## src/rtl/bram_arbiter_pkg.sv

```systemverilog
// ============================================================
// bram_arbiter_pkg : shared constants and FSM encoding for the BRAM front end
// Revision: 1.0
// ============================================================
`default_nettype none

package bram_arbiter_pkg;
  localparam int BRAM_ADDR_W  = 13;
  localparam int BRAM_DATA_W  = 32;
  localparam int BRAM_LATENCY = 10;

  localparam logic SEL_DMA = 1'b0;
  localparam logic SEL_CPU = 1'b1;

  typedef enum logic [0:0] {
    S_DMA_PRI    = 1'b0,
    S_CACHE_TURN = 1'b1
  } arb_state_t;
endpackage

`default_nettype wire

```

## src/rtl/bram_credit_cnt.sv

```systemverilog
// ============================================================
// bram_credit_cnt : saturating up/down read-credit counter with limit and underflow
// Revision: 1.0
// ============================================================
`default_nettype none

module bram_credit_cnt #(
  parameter int LIMIT = 10,
  parameter int CNT_W = 4
) (
  input  logic clk,
  input  logic rst,
  input  logic i_inc,
  input  logic i_dec,
  output logic o_avail,
  output logic o_underflow
);
  logic [CNT_W-1:0] r_cnt;
  logic             w_zero;

  assign w_zero      = (r_cnt == '0);
  assign o_avail     = (r_cnt < CNT_W'(LIMIT));
  // A return with nothing outstanding is a protocol error; the count stays at 0.
  assign o_underflow = i_dec & w_zero;

  always_ff @(posedge clk) begin
    if (rst) begin
      r_cnt <= '0;
    end else if (i_inc && !i_dec && o_avail) begin
      r_cnt <= r_cnt + 1'b1;
    end else if (i_dec && !i_inc && !w_zero) begin
      r_cnt <= r_cnt - 1'b1;
    end
  end
endmodule

`default_nettype wire

```

## src/rtl/bram_arbiter.sv

```systemverilog
// ============================================================
// bram_arbiter : weighted cache/DMA arbiter with read credits in front of the BRAM controller
// Revision: 1.0
// ============================================================
`default_nettype none

module bram_arbiter
  import bram_arbiter_pkg::*;
#(
  parameter int ADDR_W          = BRAM_ADDR_W,
  parameter int DATA_W          = BRAM_DATA_W,
  parameter int DMA_WEIGHT      = 4,
  parameter int MAX_OUTSTANDING = BRAM_LATENCY
) (
  input  logic              clk,
  input  logic              rst,
  input  logic              cache_req_valid,
  output logic              cache_req_ready,
  input  logic [ADDR_W-1:0] cache_req_addr,
  input  logic              dma_req_valid,
  output logic              dma_req_ready,
  input  logic              dma_req_we,
  input  logic [ADDR_W-1:0] dma_req_addr,
  input  logic [DATA_W-1:0] dma_req_wdata,
  output logic              WR,
  output logic              In_valid,
  output logic [ADDR_W-1:0] Addr,
  output logic [DATA_W-1:0] Di,
  output logic              reader_sel,
  input  logic              Out_valid,
  input  logic              dma_ack,
  output logic              credit_err
);
  arb_state_t        r_state, w_state_nxt;
  logic [3:0]        r_dma_run, w_run_nxt;
  logic [3:0]        r_holdoff;
  logic              r_wr, r_in_valid, r_sel, r_credit_err;
  logic [ADDR_W-1:0] r_addr;
  logic [DATA_W-1:0] r_di;

  logic w_holdoff, w_cache_avail, w_dma_avail, w_cache_uf, w_dma_uf;
  logic w_cache_ok, w_dma_ok, w_grant_cache, w_grant_dma;

  assign w_holdoff  = (r_holdoff != 4'd0);
  assign w_cache_ok = cache_req_valid & w_cache_avail;
  assign w_dma_ok   = dma_req_valid & (dma_req_we | w_dma_avail);

  bram_credit_cnt #(.LIMIT(MAX_OUTSTANDING), .CNT_W(4)) u_cache_cnt (
    .clk         (clk),
    .rst         (rst),
    .i_inc       (w_grant_cache),
    .i_dec       (Out_valid & ~w_holdoff),
    .o_avail     (w_cache_avail),
    .o_underflow (w_cache_uf)
  );

  bram_credit_cnt #(.LIMIT(MAX_OUTSTANDING), .CNT_W(4)) u_dma_cnt (
    .clk         (clk),
    .rst         (rst),
    .i_inc       (w_grant_dma & ~dma_req_we),
    .i_dec       (dma_ack & ~w_holdoff),
    .o_avail     (w_dma_avail),
    .o_underflow (w_dma_uf)
  );

  always_comb begin
    w_state_nxt   = r_state;
    w_run_nxt     = r_dma_run;
    w_grant_cache = 1'b0;
    w_grant_dma   = 1'b0;
    case (r_state)
      S_DMA_PRI: begin
        if (w_dma_ok) begin
          w_grant_dma = 1'b1;
        end else if (w_cache_ok) begin
          w_grant_cache = 1'b1;
        end
        // Only DMA grants that actually made the cache wait count toward the weight.
        if (!w_cache_ok || w_grant_cache) begin
          w_run_nxt = 4'd0;
        end else if (w_grant_dma) begin
          w_run_nxt = r_dma_run + 4'd1;
          if (w_run_nxt == 4'(DMA_WEIGHT)) begin
            w_state_nxt = S_CACHE_TURN;
          end
        end
      end
      S_CACHE_TURN: begin
        if (w_cache_ok) begin
          w_grant_cache = 1'b1;
          w_run_nxt     = 4'd0;
          w_state_nxt   = S_DMA_PRI;
        end else if (w_dma_ok) begin
          w_grant_dma = 1'b1;
        end
      end
      default: w_state_nxt = S_DMA_PRI;
    endcase
  end

  assign cache_req_ready = w_grant_cache;
  assign dma_req_ready   = w_grant_dma;

  always_ff @(posedge clk) begin
    if (rst) begin
      r_state   <= S_DMA_PRI;
      r_dma_run <= 4'd0;
    end else begin
      r_state   <= w_state_nxt;
      r_dma_run <= w_run_nxt;
    end
  end

  always_ff @(posedge clk) begin
    if (rst) begin
      r_in_valid <= 1'b0;
      r_wr       <= 1'b0;
      r_addr     <= '0;
      r_di       <= '0;
      r_sel      <= SEL_DMA;
    end else begin
      r_in_valid <= w_grant_cache | w_grant_dma;
      if (w_grant_cache) begin
        r_wr   <= 1'b0;
        r_addr <= cache_req_addr;
        r_di   <= '0;
        r_sel  <= SEL_CPU;
      end else if (w_grant_dma) begin
        r_wr   <= dma_req_we;
        r_addr <= dma_req_addr;
        r_di   <= dma_req_wdata;
        r_sel  <= SEL_DMA;
      end
    end
  end

  // Returns from reads issued before reset drain during the holdoff window.
  always_ff @(posedge clk) begin
    if (rst) begin
      r_holdoff    <= 4'(BRAM_LATENCY);
      r_credit_err <= 1'b0;
    end else begin
      if (w_holdoff) begin
        r_holdoff <= r_holdoff - 4'd1;
      end
      if (w_cache_uf || w_dma_uf) begin
        r_credit_err <= 1'b1;
      end
    end
  end

  assign WR         = r_wr;
  assign In_valid   = r_in_valid;
  assign Addr       = r_addr;
  assign Di         = r_di;
  assign reader_sel = r_sel;
  assign credit_err = r_credit_err;
endmodule

`default_nettype wire

```

## config.mk

```make
export PLATFORM = sky130hd
export DESIGN_NAME = bram_arbiter
export DESIGN_NICKNAME = d
export VERILOG_FILES = /design/src/rtl/bram_arbiter_pkg.sv /design/src/rtl/bram_credit_cnt.sv /design/src/rtl/bram_arbiter.sv
export SDC_FILE = /design/constraint.sdc
export NUM_CORES = 1
export LEC_CHECK = 0
export CORE_ASPECT_RATIO = 0.75
export CORE_MARGIN = 3
export CORE_UTILIZATION = 41
export CTS_BUF_LIST = sky130_fd_sc_hd__clkbuf_8
export DETAILED_ROUTE_END_ITERATION = 10
export PLACE_DENSITY = 0.79
export SETUP_SLACK_MARGIN = 0.02
export SYNTH_ARGS = -nofsm -noshare
export SYNTH_HDL_FRONTEND = slang
export SYNTH_HIERARCHICAL = 1
export SYNTH_SLANG_ARGS = --single-unit
```

## constraint.sdc

```tcl
create_clock -name clk -period 2.62 [get_ports clk]
set_input_delay 0.262 -clock clk [delete_from_list [all_inputs] [get_ports clk]]
set_output_delay 0.262 -clock clk [all_outputs]
set_load 0.01 [all_outputs]
```

==> summary.md, run 1 <==
| Metric | Value |
|---|---|
| Post-layout util | between 60% and 70% |
| Synth area leaders | sky130_fd_sc_hd__dfxtp_1 45%, sky130_fd_sc_hd__a21oi_2 9.3%, sky130_fd_sc_hd__nand2_1 9.0% |
| Number of H-tree levels | 3 |
| Number of global-route vias before repair | around 2.6k |
| Cts hold-fix bufs | 0 |
| CTS tree | done |
| Class of the most critical setup path | register to register |
| Minimum period implied by the final worst setup slack | between 2 and 2.5 ns |
| Sequential cell area fraction in the yosys report | roughly 45% |
| Number of DRC violations after detailed routing | 0 |
| Wire length after detailed routing | 7.94 mm |
| Dpl cell area | between 4000 and 5000 µm² |
| Setup crit start kind | register |
| Largest net degree at the start of global routing | 35 |
| Unique cell type count in the Yosys netlist | about 40 |
| DP HPWL | between 5 and 6 mm |
| Later-pin clock latency in the skew report | roughly 0.34 ns |
| Mapped Cells | about 310 |
| Result of the run | finished, final reports clean |
| Initial antenna violation count | 0 |
| Fraction of final layout cells with drive strength greater than 1 | about a fifth |
| Count of final setup violators | 0 |
| Count of buffers from port buffering | between 100 and 150 |
| Final max-slew violation count | 0 |
| Highest clock rate | about 400 MHz |
| Initial detailed-routing violation count | 139 |
| Total via count after detailed routing | 2649 |
| Mapped Avg Cell Area | 9.40 µm² |
| Number of rows in the core area | 26 |
| RSZ-0062 raised after global routing | no |
| Final hold viol count | 0 |
| Initial core utilization | a little over two fifths |
| Syn nets | 386 |
| Routability congestion estimate from global placement | 0.884 |
| Deepest clock path buffer count | 2 |
| Top-level port count | ~120 |
| Wire length of the first global-routing pass | between 10 and 15 mm |
| Cell area power density | roughly 550 nW/µm² |
| Total congestion overflow after global routing | 0 |
| Net count of the finished layout | 510 |
| Die Area | between 8000 and 9000 µm² |
| Fraction of post-synthesis cell area in the top cell type by area | between 40% and 50% |
| CP Capture Type | register |
| Diodes inserted | 0 |
| Top cell type by total area after synthesis | sky130_fd_sc_hd__dfxtp_1 |
| Clk root buf | sky130_fd_sc_hd__clkbuf_8 |
| Tightest Pin Transition | just under 1 ns |
| Setup slack of the critical path after layout | between 0.15 and 0.2 ns |
| Relative slew margins | 33.9% |
| Share of the clock period used by the worst path after layout | 94.2% |
| Data arrival time of the worst path | 2.69 ns |
| Die height | about 80 µm |
| Detailed-routing iteration count for the pre-antenna-repair pass | 4 |
| Fin Clk Skew | about 0.0044 ns |
| Most used DFF post-synth | sky130_fd_sc_hd__dfxtp_1 |
| Data required time of the worst path | around 2.8 ns |
| Area growth syn-to-layout | 52.0% |
| Yosys warning total | 6 |
| Worst hold-check path type | register to register |
| Vias per Instance | slightly below 5 |
| Async set or reset register ratio after synthesis | 0% |
| Peak fanout along the critical path | 5 |
| Netlist Area Pre-Place | about 2900 µm² |
| Finished layout cell area | ~4500 µm² |
| Number of enable flip-flop cells after synthesis | 0 |
| Final antenna-violating net count | 0 |
| Placeable core area | 6860 µm² |
| Flip-flop and latch count after synthesis | between 60 and 70 |
| Routed length per placed instance | 14.8 µm |
| Total clock buffers created by CTS | 9 |
| LEAKAGE | approximately 1.7 nW |
| Peak supply drop | 0.240 mV |
| Clk sink count | 66 |
| Count of max-cap constraint violations | 0 |
| Worst-case setup slack after placement | -0.0130 ns |
| Clock transition at the registers of the reported paths | about 0.070 ns |
| Total Routing Usage GR | 19.4% |
| Die width | just over 100 µm |
## layer usage
| layer | vias up | part of all wire (%) | GRT usage, % |
|---|---|---|---|
| met2 | 92 | 45 | 31.3 |
| met5 | - | 0 | 0 |
| met1 | 1233 | 47 | 25.5 |
| li1 | 1322 | - | - |
| met4 | 0 | 0.29 | 3.98 |
| met3 | 2 | 7.0 | 6.74 |
## power by group
part / internal (mW) / leakage, nW / total (mW) / switching, mW
clock: 0.409 / 0.0903 / 0.775 / 0.366
sequential: 1.07 / 0.544 / 1.13 / 0.0521
combinational: 0.302 / 1.06 / 0.530 / 0.228
## cell type report
type                    instances  area, µm²
inverters                       6       22.5
repair buffers                128       1260
clock buffers                  12        165
flip-flops and latches         66       1330
fillers                       582       2400
well taps                      98        123
multi-input cells             225       1550
clock inverters                 2       12.5
## sequential cells by signal, summed over array words and instances (netlist names)
| signal | flops |
|---|---|
| Addr | 13 |
| Di | 32 |
| In_valid | 1 |
| WR | 1 |
| credit_err | 1 |
| r_dma_run | 4 |
| r_holdoff | 4 |
| r_state | 1 |
| reader_sel | 1 |
| u_cache_cnt/r_cnt | 4 |
| u_dma_cnt/r_cnt | 4 |
## stage by stage
stage	instances	TNS (ns)	power, mW	hold WS (ns)
after global placement	520	0	1.65	0.442
after global routing	537	0	2.55	0.459
after detailed placement	520	-0.0130	1.67	0.447
final	537	0	2.43	0.458
after CTS	534	0	2.46	0.453
after floorplan	312	0	1.42	0.327
## synthesized netlist by cell type, drive strengths merged, types with 4 or more instances
library cell,count
nand2b,8
nand2,70
inv,6
ha,7
mux2i,4
xnor2,5
a211oi,4
a221o,13
buf,13
and2,4
nand3,4
and3,13
nor2,20
a31oi,4
a21oi,40
nor3,4
dfxtp,66
## logic make-up (layout without fill, tap and decap cells)
family / count (synthesis) / count (layout) / share of synthesized area, %
AND/OR/NAND/NOR: 134 / 134 / 21.8
adder cells (fa/ha/maj): 9 / 9 / 4.35
buffers and inverters: 21 / 148 / 4.18
multiplexers: 6 / 6 / 2.13
flip-flops: 66 / 66 / 45.1
XOR/XNOR: 5 / 5 / 1.49
AO/OA/AOI/OAI: 71 / 71 / 21.0
## cell usage in the layout (no fill, tap or decap), types with 2 or more instances in the layout
master / instances
sky130_fd_sc_hd__clkdlybuf4s50_1: 115
sky130_fd_sc_hd__nand2_1: 69
sky130_fd_sc_hd__dfxtp_1: 62
sky130_fd_sc_hd__a21oi_2: 33
sky130_fd_sc_hd__nor2_1: 19
sky130_fd_sc_hd__and3_1: 13
sky130_fd_sc_hd__a221o_1: 13
sky130_fd_sc_hd__clkbuf_8: 12
sky130_fd_sc_hd__buf_4: 12
sky130_fd_sc_hd__a21oi_1: 7
sky130_fd_sc_hd__nand2b_1: 6
sky130_fd_sc_hd__xnor2_1: 5
sky130_fd_sc_hd__ha_1: 5
sky130_fd_sc_hd__and2_1: 4
sky130_fd_sc_hd__mux2i_1: 4
sky130_fd_sc_hd__nor3_1: 4
sky130_fd_sc_hd__a31oi_1: 4
sky130_fd_sc_hd__nand3_1: 4
sky130_fd_sc_hd__dfxtp_2: 4
sky130_fd_sc_hd__inv_1: 3
sky130_fd_sc_hd__inv_2: 3
sky130_fd_sc_hd__or2_2: 2
sky130_fd_sc_hd__nand3b_1: 2
sky130_fd_sc_hd__o21a_1: 2
sky130_fd_sc_hd__nand2b_4: 2
sky130_fd_sc_hd__nor4_4: 2
sky130_fd_sc_hd__nor2b_1: 2
sky130_fd_sc_hd__a211oi_2: 2
sky130_fd_sc_hd__mux2_1: 2
sky130_fd_sc_hd__o22ai_2: 2
sky130_fd_sc_hd__a211oi_1: 2
sky130_fd_sc_hd__fa_1: 2
sky130_fd_sc_hd__ha_4: 2
## critical path, stage by stage (launching register included)
cell and delay, ns:
sky130_fd_sc_hd__dfxtp_2 0.36, sky130_fd_sc_hd__o21a_1 0.23, sky130_fd_sc_hd__inv_2 0.11, sky130_fd_sc_hd__o21ai_4 0.08
sky130_fd_sc_hd__o21bai_4 0.19, sky130_fd_sc_hd__nor2_2 0.12, sky130_fd_sc_hd__nand2b_1 0.10, sky130_fd_sc_hd__nand2b_4 0.17
sky130_fd_sc_hd__ha_4 0.29, sky130_fd_sc_hd__nand3_1 0.12, sky130_fd_sc_hd__a211oi_2 0.21, sky130_fd_sc_hd__a31oi_1 0.07
sky130_fd_sc_hd__mux2_1 0.31
## timing repair
action                     in CTS  in global routing
setup buffers                   0                  3
setup endpoints to repair       1                  5
pin swaps                       0                  0
cloned                          0                  0
gates resized for setup         1                  6
## path summary, 6_finish.rpt
path                                   startpoint                               to  slack (ns)  cells past startpoint
setup / recovery  u_dma_cnt/r_cnt[1]$_SDFFE_PP0P_  u_dma_cnt/r_cnt[3]$_SDFFE_PP0P_        0.15                     12
hold / removal                 Di[3]$_SDFFE_PP0P_               Di[3]$_SDFFE_PP0P_        0.46                      2
setup reg to reg  u_dma_cnt/r_cnt[1]$_SDFFE_PP0P_  u_dma_cnt/r_cnt[3]$_SDFFE_PP0P_        0.15                     12
hold reg to reg                Di[3]$_SDFFE_PP0P_               Di[3]$_SDFFE_PP0P_        0.46                      2
No activity file was read; power rests on OpenSTA's default activity.
==> inputs of run 2 (changes only) <==
CELL_PAD_IN_SITES_DETAIL_PLACEMENT = 0   (was not set)
CELL_PAD_IN_SITES_GLOBAL_PLACEMENT = 2   (was not set)
CORE_UTILIZATION = 23   (was 41)
PLACE_DENSITY = not set   (was 0.79)
PLACE_DENSITY_LB_ADDON = 0.1   (was not set)
==> run 2 against run 1 <==
- power increased by 8.0%
- die area increased by 72%
- first-iteration DRC count decreased by 42%
- highest routed layer unchanged
- largest power group unchanged
- count of clock-buffer cells in the layout decreased by 2
==> summary.md, run 2 (same netlist as run 1, synthesis figures left out) <==
| Metric | Value |
|---|---|
| Largest register FFs | 32 (unchanged) |
| Data arrival time of the worst path | 2.21 ns (-0.48 ns) |
| Gate family responsible for the most delay along the worst path | buffers and inverters |
| Final antenna-violating net count | 0 (unchanged) |
| Deepest clock path buffer count | 2 (unchanged) |
| Number of rows in the core area | 35 (+35%) |
| Area growth syn-to-layout | 58.4% |
| CP peak stage delay | 0.57 ns (+0.21 ns) |
| Count of non-filler cells in the finished layout | 612 (+14%) |
| Worst-case setup slack after placement | 0.0443 ns (+0.0573 ns) |
| Setup crit start kind | register |
| Capture point of the worst path | cache_req_ready |
| Worst hold-check path type | register to register |
| Largest net degree at the start of global routing | 35 (unchanged) |
| Number of H-tree levels | 3 (unchanged) |
| Die Area | 14200 µm² (+72%) |
| Count of buffers from port buffering | 115 (unchanged) |
| Source of the critical timing path | u_cache_cnt/r_cnt[1]$_SDFFE_PP0P_ |
| Launch point of the worst reg-to-reg path | u_cache_cnt/r_cnt[1]$_SDFFE_PP0P_ |
| Share of the clock period used by the worst path after layout | 94.3% (+0.11 points) |
| Initial detailed-routing violation count | 80 (-42%) |
| Routed length per placed instance | 13.9 µm (-5.9%) |
| Vias per Instance | 4.32 (-12%) |
| Routability congestion estimate from global placement | 0.766 (-13%) |
| Placeable core area | 12300 µm² (+80%) |
| Result of the run | finished, final reports clean |
| Top library cells by usage in the layout, fill and taps aside | 115 x sky130_fd_sc_hd__clkdlybuf4s50_1, 69 x sky130_fd_sc_hd__nand2_1, 61 x sky130_fd_sc_hd__dfxtp_1 |
| Final hold viol count | 0 (unchanged) |
| Initial antenna violation count | 0 (unchanged) |
| Slowest-stage cell, CP | sky130_fd_sc_hd__clkdlybuf4s50_1 |
| Total via count after detailed routing | 2643 (-0.23%) |
| Peak supply drop | 0.234 mV (-2.5%) |
| Clk sink count | 66 (unchanged) |
| RSZ-0062 raised after global routing | no |
| Minimum period implied by the final worst setup slack | 2.47 ns (+0.00286 ns) |
| Total clock buffers created by CTS | 9 (unchanged) |
| Number of stages on the worst setup path | 6 (-6) |
| Total congestion overflow after global routing | 0 (unchanged) |
| Post-layout util | 37.6% (-27 points) |
| CP Capture Type | primary output |
| Later-pin clock latency in the skew report | 0.34 ns (about the same) |
| Diodes inserted | 0 (unchanged) |
| Total Routing Usage GR | 12.2% (-7.2 points) |
| Fraction of final layout cells with drive strength greater than 1 | 20.9% (+1.5 points) |
| Setup slack of the critical path after layout | 0.150 ns (-0.00286 ns) |
| Cts hold-fix bufs | 0 (unchanged) |
| Final max-slew violation count | 0 (unchanged) |
| Number of global-route vias before repair | 2607 (+0.038%) |
| Number of buffer and inverter stages on the critical path | 3 (+2) |
| Detailed-routing iteration count for the pre-antenna-repair pass | 4 (unchanged) |
| Cells on worst reg2reg path | 11 (-1) |
| Wire length of the first global-routing pass | 13.7 mm (+5.8%) |
| Highest clock rate | 405 MHz (-0.12%) |
| Die width | 136 µm (+32%) |
| Cell area power density | 565 nW/µm² (+3.7%) |
| Cell chain of the critical path | o21a_1, inv_2, nand2_4, o21ba_4, buf_4, clkdlybuf4s50_1 |
| Peak fanout along the critical path | 17 (+12) |
| Top-level port count | 116 (unchanged) |
| Minimum setup slack among reg-to-reg paths | 0.20 ns (+0.05 ns) |
| CTS tree | done |
| Data required time of the worst path | 2.36 ns (-0.48 ns) |
| DP HPWL | 5.97 mm (+5.4%) |
| Post-route setup TNS | 0 ns (unchanged) |
| Fin Clk Skew | 0.00986 ns (+0.00542 ns) |
| LEAKAGE | 1.74 nW (+2.8%) |
| Clock transition at the registers of the reported paths | 0.07 ns (about the same) |
| Count of max-cap constraint violations | 0 (unchanged) |
| Hold path cells | 2 (unchanged) |
| Placed cell count | 594 (+14%) |
| Wire length after detailed routing | 8.52 mm (+7.3%) |
| Class of the most critical setup path | register to primary output |
| Net count of the finished layout | 515 (+0.98%) |
| Initial core utilization | 23.7% (-19 points) |
| Count of final setup violators | 0 (unchanged) |
| Most common cell after layout, fill and taps aside | sky130_fd_sc_hd__clkdlybuf4s50_1 |
| Die height | 104 µm (+31%) |
| Worst reg2reg path endpoint | u_cache_cnt/r_cnt[3]$_SDFFE_PP0P_ |
| Clk root buf | sky130_fd_sc_hd__clkbuf_8 |
| Tightest Pin Transition | 0.665 ns (-0.327 ns) |
| Relative slew margins | 55.3% (+21 points) |
| Number of DRC violations after detailed routing | 0 (unchanged) |
run 2: cell types whose count changed in the layout (fill, tap and decap cells not counted), moves of 2 or more:
cell                        before  now
sky130_fd_sc_hd__buf_4          12   16
sky130_fd_sc_hd__buf_6           0    2
sky130_fd_sc_hd__bufinv_16       0    2
sky130_fd_sc_hd__clkbuf_8       12   10
sky130_fd_sc_hd__dfxtp_2         4    2
sky130_fd_sc_hd__dfxtp_4         0    3
sky130_fd_sc_hd__inv_1           3    5
run 2: timing repair:
item / 4_1_cts / 5_1_grt
setup endpoints to repair: 1 / 4
resized for setup: 1 / 11
setup buffers: 0 / 2
pin swaps: 0 / 2
run 2: area by class of cell:
class | count | area [µm²]
multi-input combinational | 225 | 1570
fill | 1260 | 7700
timing repair buffer | 133 | 1290
sequential | 66 | 1340
clock buffer | 10 | 138
inverter | 6 | 22.5
tap | 166 | 208
clock inverter | 6 | 81.3
run 2: per-stage QoR:
step | total power [mW] | cell area, µm² | hold WS, ns
global route | 2.76 | 4640 | 0.457
CTS | 2.67 | 4600 | 0.443
global placement | 1.68 | 4370 | 0.444
finish | 2.63 | 4640 | 0.460
floorplan | 1.42 | 3000 | 0.327
detailed placement | 1.68 | 4370 | 0.456
run 2: per-layer routing:
| layer | GRT usage, % | part of all wire, % | vias up |
|---|---|---|---|
| met5 | 0 | 0 | - |
| met4 | 3.02 | 1.1 | 0 |
| met3 | 5.73 | 9.0 | 8 |
| met2 | 17.7 | 41 | 84 |
| met1 | 16.3 | 49 | 1212 |
| li1 | - | - | 1339 |
run 2: worst min-delay path by stage:
stage / startpoint / to / slack, ns
final: Di[1]$_SDFFE_PP0P_ / Di[1]$_SDFFE_PP0P_ / 0.46
after global routing: dma_req_wdata[22] / Di[22]$_SDFFE_PP0P_ / 0.46
after CTS: dma_req_wdata[2] / Di[2]$_SDFFE_PP0P_ / 0.44
after detailed placement: Di[3]$_SDFFE_PP0P_ / Di[3]$_SDFFE_PP0P_ / 0.46
after global placement: Di[1]$_SDFFE_PP0P_ / Di[1]$_SDFFE_PP0P_ / 0.44
after floorplan: rst / u_cache_cnt/r_cnt[1]$_SDFFE_PP0P_ / 0.33
run 2: power breakdown:
group / internal [mW] / total [mW] / switching (mW)
clock network: 0.556 / 0.966 / 0.411
logic: 0.307 / 0.537 / 0.230
registers: 1.07 / 1.12 / 0.0509
run 2: worst register-to-register path, cell delays in order, from the launching register on:
cell and delay [ns]:
sky130_fd_sc_hd__dfxtp_2 0.36, sky130_fd_sc_hd__o21a_1 0.25, sky130_fd_sc_hd__inv_2 0.13, sky130_fd_sc_hd__nand2_4 0.09, sky130_fd_sc_hd__o21ba_4 0.25, sky130_fd_sc_hd__nand2b_4 0.05, sky130_fd_sc_hd__nand2b_4 0.16, sky130_fd_sc_hd__ha_4 0.29
sky130_fd_sc_hd__nand3_2 0.09, sky130_fd_sc_hd__a211oi_2 0.26, sky130_fd_sc_hd__a31oi_1 0.07, sky130_fd_sc_hd__mux2_1 0.31
